**src/rtl/multdiv_pkg.sv**
```systemverilog
// Shared types and constants for the multdiv unit (multiplier now, divider later).
package multdiv_pkg;

    localparam int MULT_WIDTH = 32;

    typedef enum logic [1:0] {
        IDLE,
        RUN,
        DONE
    } mult_state_t;

    // Radix-4 Booth digit: selects 0, +/-M or +/-2M.
    typedef enum logic [2:0] {
        ZERO,
        POS1,
        POS2,
        NEG1,
        NEG2
    } booth_digit_t;

endpackage

```
**src/rtl/booth_digit_encoder.sv**
```systemverilog
// Radix-4 Booth recoder: 3-bit multiplier window -> signed digit code.
// Purely combinational; also meant for the radix-4 divider quotient logic.
module booth_digit_encoder
    import multdiv_pkg::*;
(
    input  logic [2:0]   window,
    output booth_digit_t digit
);

    // Map the overlapping bit triplet {b[i+1], b[i], b[i-1]} to its digit.
    always_comb begin
        digit = ZERO;
        case (window)
            3'b000, 3'b111: digit = ZERO;
            3'b001, 3'b010: digit = POS1;
            3'b011:         digit = POS2;
            3'b100:         digit = NEG2;
            3'b101, 3'b110: digit = NEG1;
            default:        digit = ZERO;
        endcase
    end

endmodule

```
**src/rtl/booth_multiplier_32bit.sv**
```systemverilog
// Sequential radix-4 Booth signed multiplier, full 2*WIDTH product.
// Optional build macro MULT_EARLY_EXIT_EN: finish as soon as the remaining
// multiplier bits are all-0 or all-1 (every remaining digit is zero).
module booth_multiplier_32bit
    import multdiv_pkg::*;
#(
    parameter int WIDTH = MULT_WIDTH
) (
    input  logic               clock,
    input  logic               reset,
    input  logic               ctrl_mult,
    input  logic [WIDTH-1:0]   data_operandA,
    input  logic [WIDTH-1:0]   data_operandB,
    output logic [2*WIDTH-1:0] data_result,
    output logic               data_resultRDY,
    output logic               data_exception
);

    localparam int STEPS = WIDTH / 2;
    localparam int CW    = $clog2(STEPS) + 1;

    mult_state_t        state;
    logic [2*WIDTH-1:0] mcand;
    logic [WIDTH:0]     mplier;
    logic [2*WIDTH-1:0] acc;
    logic [CW-1:0]      cnt;

    booth_digit_t       digit;
    logic [2*WIDTH-1:0] addend;
    logic [2*WIDTH-1:0] acc_nxt;
    logic [WIDTH:0]     mplier_nxt;
    logic               last_step;
    logic [WIDTH:0]     upper_acc;

    booth_digit_encoder u_enc (
        .window (mplier[2:0]),
        .digit  (digit)
    );

    // Partial product for the current digit; negation wraps at 2*WIDTH bits.
    always_comb begin
        addend = '0;
        case (digit)
            ZERO:    addend = '0;
            POS1:    addend = mcand;
            POS2:    addend = mcand << 1;
            NEG1:    addend = -mcand;
            NEG2:    addend = -(mcand << 1);
            default: addend = '0;
        endcase
    end

    // Next-step datapath values and the RUN exit condition.
    always_comb begin
        acc_nxt    = acc + addend;
        mplier_nxt = {{2{mplier[WIDTH]}}, mplier[WIDTH:2]};
        last_step  = (cnt == CW'(STEPS - 1));
`ifdef MULT_EARLY_EXIT_EN
        last_step  = last_step | (&mplier_nxt) | ~(|mplier_nxt);
`endif
    end

    // Bits that must all match the sign for the product to fit in WIDTH bits.
    assign upper_acc = acc[2*WIDTH-1:WIDTH-1];

    // Control FSM, datapath and registered outputs; a start strobe restarts from any state.
    always_ff @(posedge clock) begin
        if (reset) begin
            state          <= IDLE;
            mcand          <= '0;
            mplier         <= '0;
            acc            <= '0;
            cnt            <= '0;
            data_result    <= '0;
            data_resultRDY <= 1'b0;
            data_exception <= 1'b0;
        end else begin
            data_resultRDY <= 1'b0;
            if (ctrl_mult) begin
                state  <= RUN;
                mcand  <= {{WIDTH{data_operandA[WIDTH-1]}}, data_operandA};
                mplier <= {data_operandB, 1'b0};
                acc    <= '0;
                cnt    <= '0;
            end else begin
                case (state)
                    IDLE: state <= IDLE;
                    RUN: begin
                        acc    <= acc_nxt;
                        mcand  <= mcand << 2;
                        mplier <= mplier_nxt;
                        cnt    <= cnt + 1'b1;
                        if (last_step)
                            state <= DONE;
                    end
                    DONE: begin
                        data_result    <= acc;
                        data_exception <= ~((&upper_acc) | ~(|upper_acc));
                        data_resultRDY <= 1'b1;
                        state          <= IDLE;
                    end
                    default: state <= IDLE;
                endcase
            end
        end
    end

endmodule

```
**config.mk**
```make
export PLATFORM = sky130hd
export DESIGN_NAME = booth_multiplier_32bit
export DESIGN_NICKNAME = d
export VERILOG_FILES = /design/src/rtl/multdiv_pkg.sv /design/src/rtl/booth_digit_encoder.sv /design/src/rtl/booth_multiplier_32bit.sv
export SDC_FILE = /design/constraint.sdc
export NUM_CORES = 1
export LEC_CHECK = 0
export CORE_ASPECT_RATIO = 1.5
export CORE_MARGIN = 4
export CORE_UTILIZATION = 59
export CTS_BUF_LIST = sky130_fd_sc_hd__clkbuf_4 sky130_fd_sc_hd__clkbuf_8 sky130_fd_sc_hd__clkbuf_16
export DETAILED_ROUTE_END_ITERATION = 8
export GPL_TIMING_DRIVEN = 1
export PLACE_DENSITY = 0.81
export SLEW_MARGIN = 40
export SYNTH_ARGS = -nofsm -noshare
export SYNTH_HDL_FRONTEND = slang
export SYNTH_SLANG_ARGS = --single-unit
```
**constraint.sdc**
```tcl
create_clock -name clock -period 5.6 [get_ports clock]
set_input_delay 1.12 -clock clock [delete_from_list [all_inputs] [get_ports clock]]
set_output_delay 1.12 -clock clock [all_outputs]
set_load 0.05 [all_outputs]
```
Word level (Yosys, flattened, before mapping)
Memories as Yosys holds them, arrays and structs flattened.
Cells that the tools add are included.
Word-level totals
  register bits after elaboration: 234
  bits in latches: 0
  RAM bits: 0
  ROM bits: 24
  bits of input ports: 67
  output and inout bits: 66
  word-level logic and storage cells: 44
  memories kept: 1
Cells by class
  add/subtract/negate cells: 4
  $mul: 0
  divide/modulo/power cells: 0
  order comparisons: 0
  equality and inequality tests: 8
  shift-type cells: 0
  multiplexer cells: 9
  bitwise gates (word level): 5
  reductions and logical operators: 6
Memory list
  (name not given): words 8, width 3, read ports 1, clocked after Yosys merged registers in 0, wr ports 0, line booth_digit_encoder.sv:13  | case (window)
Operators with widths (number)
  64-bit one-hot mux with 4 select lines: 1
  64-bit 2-to-1 mux: 2
  64-bit negator: 2
  64-bit adder: 1
  33-bit 2-to-1 mux: 1
  33-bit AND reduction: 1
  33-bit OR reduction: 1
  32-bit 2-to-1 mux: 1
  3-bit by 2-bit == test with 1-bit output (second input constant): 2
  5-bit by 1-bit adder with 5-bit output (second input constant): 1
  5-bit by 4-bit == test with 1-bit output (second input constant): 1
  1-bit 2-to-1 mux: 4
  1-bit inverter: 4
  3-bit by 1-bit == test with 1-bit output (second input constant): 1
  3-bit == test (second input constant): 1
  3-bit != test (second input constant): 1
  3-bit OR reduction: 1
  2-bit by 1-bit == test with 1-bit output (second input constant): 1
  2-bit == test (second input constant): 1
  2-bit AND reduction: 1
  2-bit nonzero test: 1
  2-bit OR reduction: 1
  1-bit bitwise OR: 1

Longest topological paths before layout
Gate-level depths: netlist of run 1.
  word-level depth: 4
  gate-level depth with buffers: 24
  depth with buffers taken out: 22

Hierarchy
From an unflattened synthesis of run 1, not the netlist that was laid out.
Unflattened totals
  cell total of the unflattened synthesis: 2262
  area total of the unflattened synthesis: 15676.3 um2
By module, submodules not included
  booth_multiplier_32bit: instances 1, cells each 2256, area each 15621.2 um2, seq. area each 4684.5 um2
  booth_digit_encoder: instances 1, cells each 6, area each 55.1 um2, seq. area each 0.0 um2

Least setup slack after synthesis of run 1
OpenSTA, ideal clock, no wires.
  path kind: reg2reg
  start: register mcand[3]
  end: register acc[57]
  library setup time: 0.130 ns
  data arrival time: 4.970 ns
  data required time: 5.470 ns
  setup slack: 0.500 ns
  stages on the path, launching flop included: 24
  buffers on the path: 3
  period minus slack after synthesis: 5.100 ns
  cell sequence: dfxtp_1 buf_2 nor4_2 nand3b_1 or3_1 clkbuf_1 or4_1 or4_1 nand2_1 o21ai_0 a221o_1 ha_1 clkbuf_1 a21oi_1 o21ai_0 a21oi_1 o211ai_1 a221oi_1 o21ai_0 a31oi_1 o21ai_1 a21boi_0 xor2_1 o21ai_0
On the way
  word-level cells in the longest chain between the ends: 3
  elaborated cells between the ends (all ways): 4
  classes of those cells: 3 x add/sub; 1 x mux
RTL lines
  start: declaration: line booth_multiplier_32bit.sv:23  | logic [2*WIDTH-1:0] mcand;
  start signal: assignment: line booth_multiplier_32bit.sv:81  | mcand <= {{WIDTH{data_operandA[WIDTH-1]}}, data_operandA};
  start signal: assignment: line booth_multiplier_32bit.sv:90  | mcand <= mcand << 2;
  64-bit negator, on equally long branches: line booth_multiplier_32bit.sv:47, booth_multiplier_32bit.sv:48
  64-bit one-hot mux with 4 select lines (*): line booth_multiplier_32bit.sv:43  | case (digit)
  64-bit adder (*): line booth_multiplier_32bit.sv:55  | acc_nxt = acc + addend;
  end signal: assignment: line booth_multiplier_32bit.sv:89  | acc <= acc_nxt;
  end: declaration: line booth_multiplier_32bit.sv:25  | logic [2*WIDTH-1:0] acc;
Every way passes the cells marked *; elsewhere a longest branch is shown, timed or not.
A chain may end at the register's enable or synchronous reset.

Worst setup path in the final report of run 1
  start: register mcand[26]
  end: register acc[62]
Same word-level chain as after synthesis.

==> impl_metrics.tcl, run 1 <==
set metrics [dict create \
    ys_seq_elements 234 \
    detail_route.drc_violations 0 \
    critical_path.startpoint_type "register" \
    timing_max_transition_violations_final 0 \
    routed_wl_mm 49.4 \
    ctsRootBufferMaster "sky130_fd_sc_hd__clkbuf_16" \
    power_density_nw_per_um2 229 \
    worstHoldPathType "reg -> reg" \
    hold_ws_ps 452 \
    floorplan.initialDensity_pct 60.3 \
    post_route_cells_drive_above_1_share_pct 7.95 \
    yosysTopAreaCellShare_pct 30.0 \
    worst-endpoint-arrival_ps 5620 \
    routed_wire_length_per_instance_um 18.3 \
    leakage_nw 6.90 \
    syn-mean-instance-area_um2 6.84 \
    combinational_family_with_the_most_area_after_synthesis "compound AO/OA/AOI/OAI gates" \
    first_global_vias 16100 \
    worst_endpoint_required_time_ps 5990 \
    first_iter_violations 1256 \
    firstDrtPassIters 8 \
    finalWorstSetupSlack_ps 366 \
    area_growth_syn_to_layout_pct 17.8 \
    synth_largest_area_cell "sky130_fd_sc_hd__dfxtp_1" \
    number_of_cts_inserted_buffers 24 \
    outcome "complete, no violations" \
    grt_max_degree 139 \
    num_rows 72 \
    worst-slew-pin-transition_ps 884 \
    cts_tree "done" \
    final_hold_viol_count 0 \
    antenna_found_initial 0 \
    yosys.cell_count.top_type "sky130_fd_sc_hd__nand2_1" \
    final_util_pct 71.0 \
    worst_skew_pair.late_latency_ps 540 \
    dp_hpwl_mm 36.1 \
    placement.io_buffers 132 \
    post_drt_via_cell_ratio 6.26 \
    die_h_um 207 \
    cts_num_sinks 234 \
    path_common_cell "sky130_fd_sc_hd__a21oi_1" \
    tns_ps 0 \
    synth-simple-area-share_pct 26.9 \
    synth_xor_xnor_area_share_pct 3.59 \
    endpoint_kind "register" \
    die-area_um2 29200 \
    number_of_synthesized_flops_with_an_enable_pin 0 \
    timing.final.crit_period_ps 5230 \
    grtUsageTotal_pct 32.4 \
    clock_tree.buffer_depth 3 \
    dp_worst_setup_slack_ps 249 \
    nets 2495 \
    yosysSeqAreaShare_pct 30.0 \
    crit_path_top_delay_cell "sky130_fd_sc_hd__or4_4" \
    post_synth_mux_area_share_pct 0.192 \
    max-vdd-ir-drop_v 0.000283 \
    ys_warn_count 0 \
    final_min_period_over_clock_period_pct 93.5 \
    async_flop_share_pct 0 \
    crit_fanout 9 \
    netlist_top_cells_count "509 x sky130_fd_sc_hd__nand2_1, 341 x sky130_fd_sc_hd__a21oi_1, 234 x sky130_fd_sc_hd__dfxtp_1" \
    via_count 17000 \
    global_route.overflow_total 0 \
    place_inst 2662 \
    layout.cells.non_filler 2709 \
    die_w_um 141 \
    design.portCount 133 \
    synth.area.top_cells "sky130_fd_sc_hd__dfxtp_1 30%, sky130_fd_sc_hd__nand2_1 12%, sky130_fd_sc_hd__a21oi_1 11%" \
    routabilityCongestion 0.977 \
    yosysUniqueCellTypes 69 \
    relative_slew_slack_pct 40.5 \
    cp_cell_sequence "or4_4 > nor3_4 > and3_1 > nand4_4 > or4_4 > or3_1 > xor2_1 > a222oi_1 > o21ai_1 > ha_1 > a21o_1 > a21o_1 > a21oi_1 > o21ai_0 > a21oi_1 > o21bai_1 > a31oi_1 > o41a_1 > mux2i_1 > a21oi_1" \
    clock.fmax_mhz 191 \
    post_synth_inst_count 2285 \
    grt_pass1_wl_mm 79.3 \
    synth_adder_area_share_pct 5.57 \
    synth_area_um2 15600 \
    antenna_left 0 \
    timing.clock.skew_ps 15.0 \
    cts.clk_slew.worst_paths_ps 60 \
    cts.htree.levels 1 \
    final.fill_count 2206 \
    num_antenna_cells 0 \
    synth_nets 2421 \
    postSynth.topFlopCell "sky130_fd_sc_hd__dfxtp_1" \
    core_area_um2 25900 \
    max-cap-violations 0 \
    setup_violations 0 \
    critPathKind "reg -> reg" \
    setup_repair_after_global_routing_missed_its_margin "no" \
    worst_path_largest_cell_delay_ps 580 \
    area_fraction_in_compound_gates_after_synthesis_pct 28.3 \
]
[cell type report]
type / count / area, um2 / area share, %
clock buffer: 36 / 733 / 3.98
clock inverter: 7 / 98.8 / 0.537
inverter: 25 / 93.8 / 0.510
multi-input combinational: 1831 / 10200 / 55.4
sequential: 234 / 4680 / 25.4
tap: 333 / 417 / 2.26
timing repair buffer: 243 / 2190 / 11.9
[flip-flops by register name (all words and copies together), names as in the netlist]
register / flops
state: 2
mcand: 64
mplier: 33
cnt: 5
data_result: 64
data_resultRDY: 1
acc: 64
data_exception: 1
[routing by layer]
metal / global-route usage, % / routed length [um] / share of wire, % / vias up
met1: 35.1 / 17900 / 36 / 7857
met4: 20.3 / 3520 / 7.1 / 0
met2: 58.5 / 25300 / 51 / 632
met5: 0 / 0 / 0 / -
met3: 4.29 / 2780 / 5.6 / 195
li1: - / - / - / 8276
[metrics by stage]
| stage | power (W) | cell area (um2) |
|---|---|---|
| floorplan | 0.00230 | 15600 |
| global placement | 0.00253 | 17500 |
| detailed placement | 0.00255 | 17500 |
| CTS | 0.00422 | 18300 |
| global route | 0.00439 | 18400 |
| finish | 0.00422 | 18400 |
[worst max-delay path: cells and delay by family (launching register included)]
kind / cells / cell delay [ps]
compound gates: 11 / 1770
xor+xnor: 1 / 170
fa+ha+maj: 1 / 310
flops: 1 / 340
mux: 1 / 180
simple gates: 6 / 2310
[logic make-up (layout without fill, tap and decap cells)]
logic type,Yosys count,after routing
AOI/OAI and AO/OA,745,745
DFF,234,234
muxes,3,3
xor gates and xnor gates,64,64
buffers and inverters,220,311
adders and majority gates,69,69
and+or+nand+nor,950,950
[cell usage in the layout, fill, tap and decap left out, types with 10 or more instances in the layout]
| master | count |
|---|---|
| sky130_fd_sc_hd__a21o_1 | 40 |
| sky130_fd_sc_hd__a21oi_1 | 341 |
| sky130_fd_sc_hd__a222oi_1 | 13 |
| sky130_fd_sc_hd__a22oi_1 | 28 |
| sky130_fd_sc_hd__a31oi_1 | 43 |
| sky130_fd_sc_hd__and3_1 | 14 |
| sky130_fd_sc_hd__buf_4 | 110 |
| sky130_fd_sc_hd__clkbuf_16 | 25 |
| sky130_fd_sc_hd__clkdlybuf4s50_1 | 130 |
| sky130_fd_sc_hd__dfxtp_1 | 234 |
| sky130_fd_sc_hd__ha_1 | 67 |
| sky130_fd_sc_hd__inv_1 | 25 |
| sky130_fd_sc_hd__nand2_1 | 507 |
| sky130_fd_sc_hd__nand2b_1 | 10 |
| sky130_fd_sc_hd__nand3_1 | 24 |
| sky130_fd_sc_hd__nand4_1 | 28 |
| sky130_fd_sc_hd__nor2_1 | 180 |
| sky130_fd_sc_hd__nor2b_1 | 10 |
| sky130_fd_sc_hd__nor3_1 | 72 |
| sky130_fd_sc_hd__nor4_1 | 21 |
| sky130_fd_sc_hd__o21a_1 | 10 |
| sky130_fd_sc_hd__o21ai_0 | 146 |
| sky130_fd_sc_hd__o21bai_1 | 16 |
| sky130_fd_sc_hd__o311ai_0 | 35 |
| sky130_fd_sc_hd__o31ai_1 | 10 |
| sky130_fd_sc_hd__or3_1 | 28 |
| sky130_fd_sc_hd__or4_1 | 12 |
| sky130_fd_sc_hd__xnor2_1 | 40 |
| sky130_fd_sc_hd__xor2_1 | 24 |
[path summary, 6_finish.rpt]
| check | cells past startpoint | endpoint | startpoint | slack [ps] |
|---|---|---|---|---|
| setup / recovery | 20 | acc[62] | mcand[26] | 370 |
| hold / removal | 2 | data_result[21] | data_result[21] | 450 |
| setup reg to reg | 20 | acc[62] | mcand[26] | 370 |
| hold reg to reg | 2 | data_result[21] | data_result[21] | 450 |
[report_power, final]
group | switching (W) | internal, W | leakage [nW]
Combinational | 0.000455 | 0.000288 | 4.58
Clock | 0.000684 | 0.00100 | 0.419
Sequential | 0.0000767 | 0.00172 | 1.91
Total | 0.00122 | 0.00301 | 6.90
[repair_timing]
item / CTS / global route
buffers inserted: 0 / 4
endpoints found under the setup margin: 0 / 11
gates resized for setup: 0 / 13
hold buffers: 0 / 0
Power figures use the tool's default switching activity.
==> inputs of run 2 (changes only) <==
Settings changed: SKIP_CTS_REPAIR_TIMING set to 1.
==> results of run 2 <==
The final DEF is identical to that of run 1; final timing and power are the same.
==> inputs of run 3 (changes only) <==
Settings changed: CORE_MARGIN 4 to not set, REMOVE_ABC_BUFFERS set to 1.
==> run 3 against run 2 <==
Against the previous run: die area shrank 7.0%; non-clock buffer count fell by 27; sequential power about the same; clock power about the same; critical path type unchanged; critical endpoint is now acc[51]; largest cell class unchanged; largest power group unchanged.
==> impl_metrics.tcl, run 3 (synthesized netlist as in run 1, its figures left out) <==
set metrics [dict create \
    antenna_found_initial 1 \
    commonest_non_fill_non_tap_cells_in_the_layout "507 x sky130_fd_sc_hd__nand2_1, 341 x sky130_fd_sc_hd__a21oi_1, 232 x sky130_fd_sc_hd__dfxtp_1" \
    dp_hpwl_mm 33.5 \
    path_common_cell "sky130_fd_sc_hd__buf_4" \
    largest_registers_in_the_final_layout "acc x64, data_result x64, mcand x64" \
    grt_util_met2_pct 61.1 \
    relative_slew_slack_pct 43.8 \
    first_global_vias 15700 \
    antenna_left 0 \
    cts_tree "done" \
    number_of_cts_inserted_buffers 24 \
    worst_endpoint_required_time_ps 6070 \
    worstHoldPathType "reg -> reg" \
    critPathBufInv 3 \
    grt_pass1_wl_mm 76.3 \
    max-vdd-ir-drop_v 0.000324 \
    routed_wire_length_per_instance_um 17.4 \
    placed_area_um2 17200 \
    critical_path.startpoint_type "register" \
    num_rows 72 \
    final_common_cell "sky130_fd_sc_hd__nand2_1" \
    max-cap-violations 0 \
    routabilityCongestion 0.948 \
    design.portCount 133 \
    timing.final.crit_period_ps 5390 \
    worst-slew-pin-transition_ps 833 \
    nets 2468 \
    worst-endpoint-arrival_ps 5860 \
    cts_num_sinks 234 \
    critPathKind "reg -> reg" \
    tns_ps 0 \
    cts.htree.levels 1 \
    placement.io_buffers 132 \
    cpLargestDelayFamily "simple AND/OR/NAND/NOR gates" \
    global_route.overflow_total 0 \
    leakage_nw 6.76 \
    post_route_cells_drive_above_1_share_pct 7.24 \
    post-layout-total-power_w 0.00422 \
    grt_max_degree 79 \
    clock_tree.buffer_depth 3 \
    global_route.usage.met3_pct 3.10 \
    global_route.peak_usage_layer "met2" \
    ctsRootBufferMaster "sky130_fd_sc_hd__clkbuf_16" \
    endpoint_kind "register" \
    cts.clk_slew.worst_paths_ps 60 \
    routed_wl_mm 46.8 \
    die-area_um2 27200 \
    detail_route.drc_violations 0 \
    timing_max_transition_violations_final 0 \
    global_route.usage.met1_pct 39.5 \
    floorplan.initialDensity_pct 60.3 \
    cp_cell_sequence "nor3_1 > nand2b_1 > nor3b_4 > buf_4 > buf_4 > nand3_1 > or4_1 > a22oi_1 > o311ai_0 > ha_1 > nand2_1 > or3_1 > nor3_1 > buf_4 > nand3_1 > o21ai_0 > a21o_1 > a21oi_1 > xnor2_1 > nand2_1 > a21oi_1" \
    die_w_um 135 \
    place_inst 2630 \
    firstDrtPassIters 8 \
    grtUsageTotal_pct 34.3 \
    die_h_um 201 \
    layout.cells.non_filler 2683 \
    area_growth_syn_to_layout_pct 16.5 \
    power_density_nw_per_um2 232 \
    worst_path_largest_cell_delay_ps 520 \
    crit_fanout 10 \
    final_hold_viol_count 0 \
    fin_area_um2 18200 \
    core_area_um2 25900 \
    worst_skew_pair.late_latency_ps 550 \
    final_min_period_over_clock_period_pct 96.3 \
    outcome "complete, no violations" \
    clock.fmax_mhz 186 \
    first_iter_violations 1181 \
    crit_path_top_delay_cell "sky130_fd_sc_hd__nor3_1" \
    timing.clock.skew_ps 9.38 \
    via_count 16800 \
    setup_violations 0 \
    post_drt_via_cell_ratio 6.25 \
]
==> run 3: cell types whose count changed in the layout (fill, tap and decap cells not counted), moves of 3 or more <==
cell / delta
sky130_fd_sc_hd__clkbuf_8: -3
sky130_fd_sc_hd__clkinv_2: +6
sky130_fd_sc_hd__clkbuf_4: -5
sky130_fd_sc_hd__buf_4: -25
==> run 3: layout make-up <==
type / count / area [um2]
inverter: 25 / 93.8
clock buffer: 27 / 629
multi-input combinational: 1831 / 10200
timing repair buffer: 216 / 1960
clock inverter: 16 / 200
fill: 2267 / 7730
tap: 333 / 417
antenna: 1 / 2.50
sequential: 234 / 4690
==> run 3: worst paths after layout <==
| path | startpoint | to | slack [ps] | cells after the start |
|---|---|---|---|---|
| setup / recovery | mcand[15] | acc[51] | 210 | 21 |
| hold / removal | data_result[17] | data_result[17] | 450 | 2 |
| setup reg to reg | mcand[15] | acc[51] | 210 | 21 |
| hold reg to reg | data_result[17] | data_result[17] | 450 | 2 |
==> run 3: worst reg2reg max path: cells and delay by family (launching register included) <==
family	cells	cell delay (ps)
flops	1	410
simple gates	10	2480
compound gates	6	1360
fa+ha+maj	1	400
buf+inv	3	450
xor+xnor	1	210
==> run 3: metal layers <==
| metal | routed length, um | vias to the layer above |
|---|---|---|
| met5 | 0 | - |
| met4 | 2680 | 0 |
| met3 | 2460 | 163 |
| met2 | 23400 | 645 |
| met1 | 18300 | 7740 |
| li1 | - | 8219 |
==> run 3: through the flow <==
| step | utilization [%] | hold WS, ps | setup WS [ps] |
|---|---|---|---|
| 3_3_place_gp | 66.3 | 441 | 281 |
| 4_1_cts | 69.6 | 454 | 83.6 |
| 3_5_place_dp | 66.4 | 445 | 106 |
| 2_1_floorplan | - | 443 | -3440 |
| 5_1_grt | 70.2 | 462 | -27.8 |
| 6_report | 70.2 | 453 | 209 |
==> run 3: where the power goes <==
group,total [W],internal [W],switching [W]
sequential,0.00181,0.00172,0.0000862
clock,0.00170,0.000997,0.000706
combinational,0.000713,0.000279,0.000434
total,0.00422,0.00300,0.00123
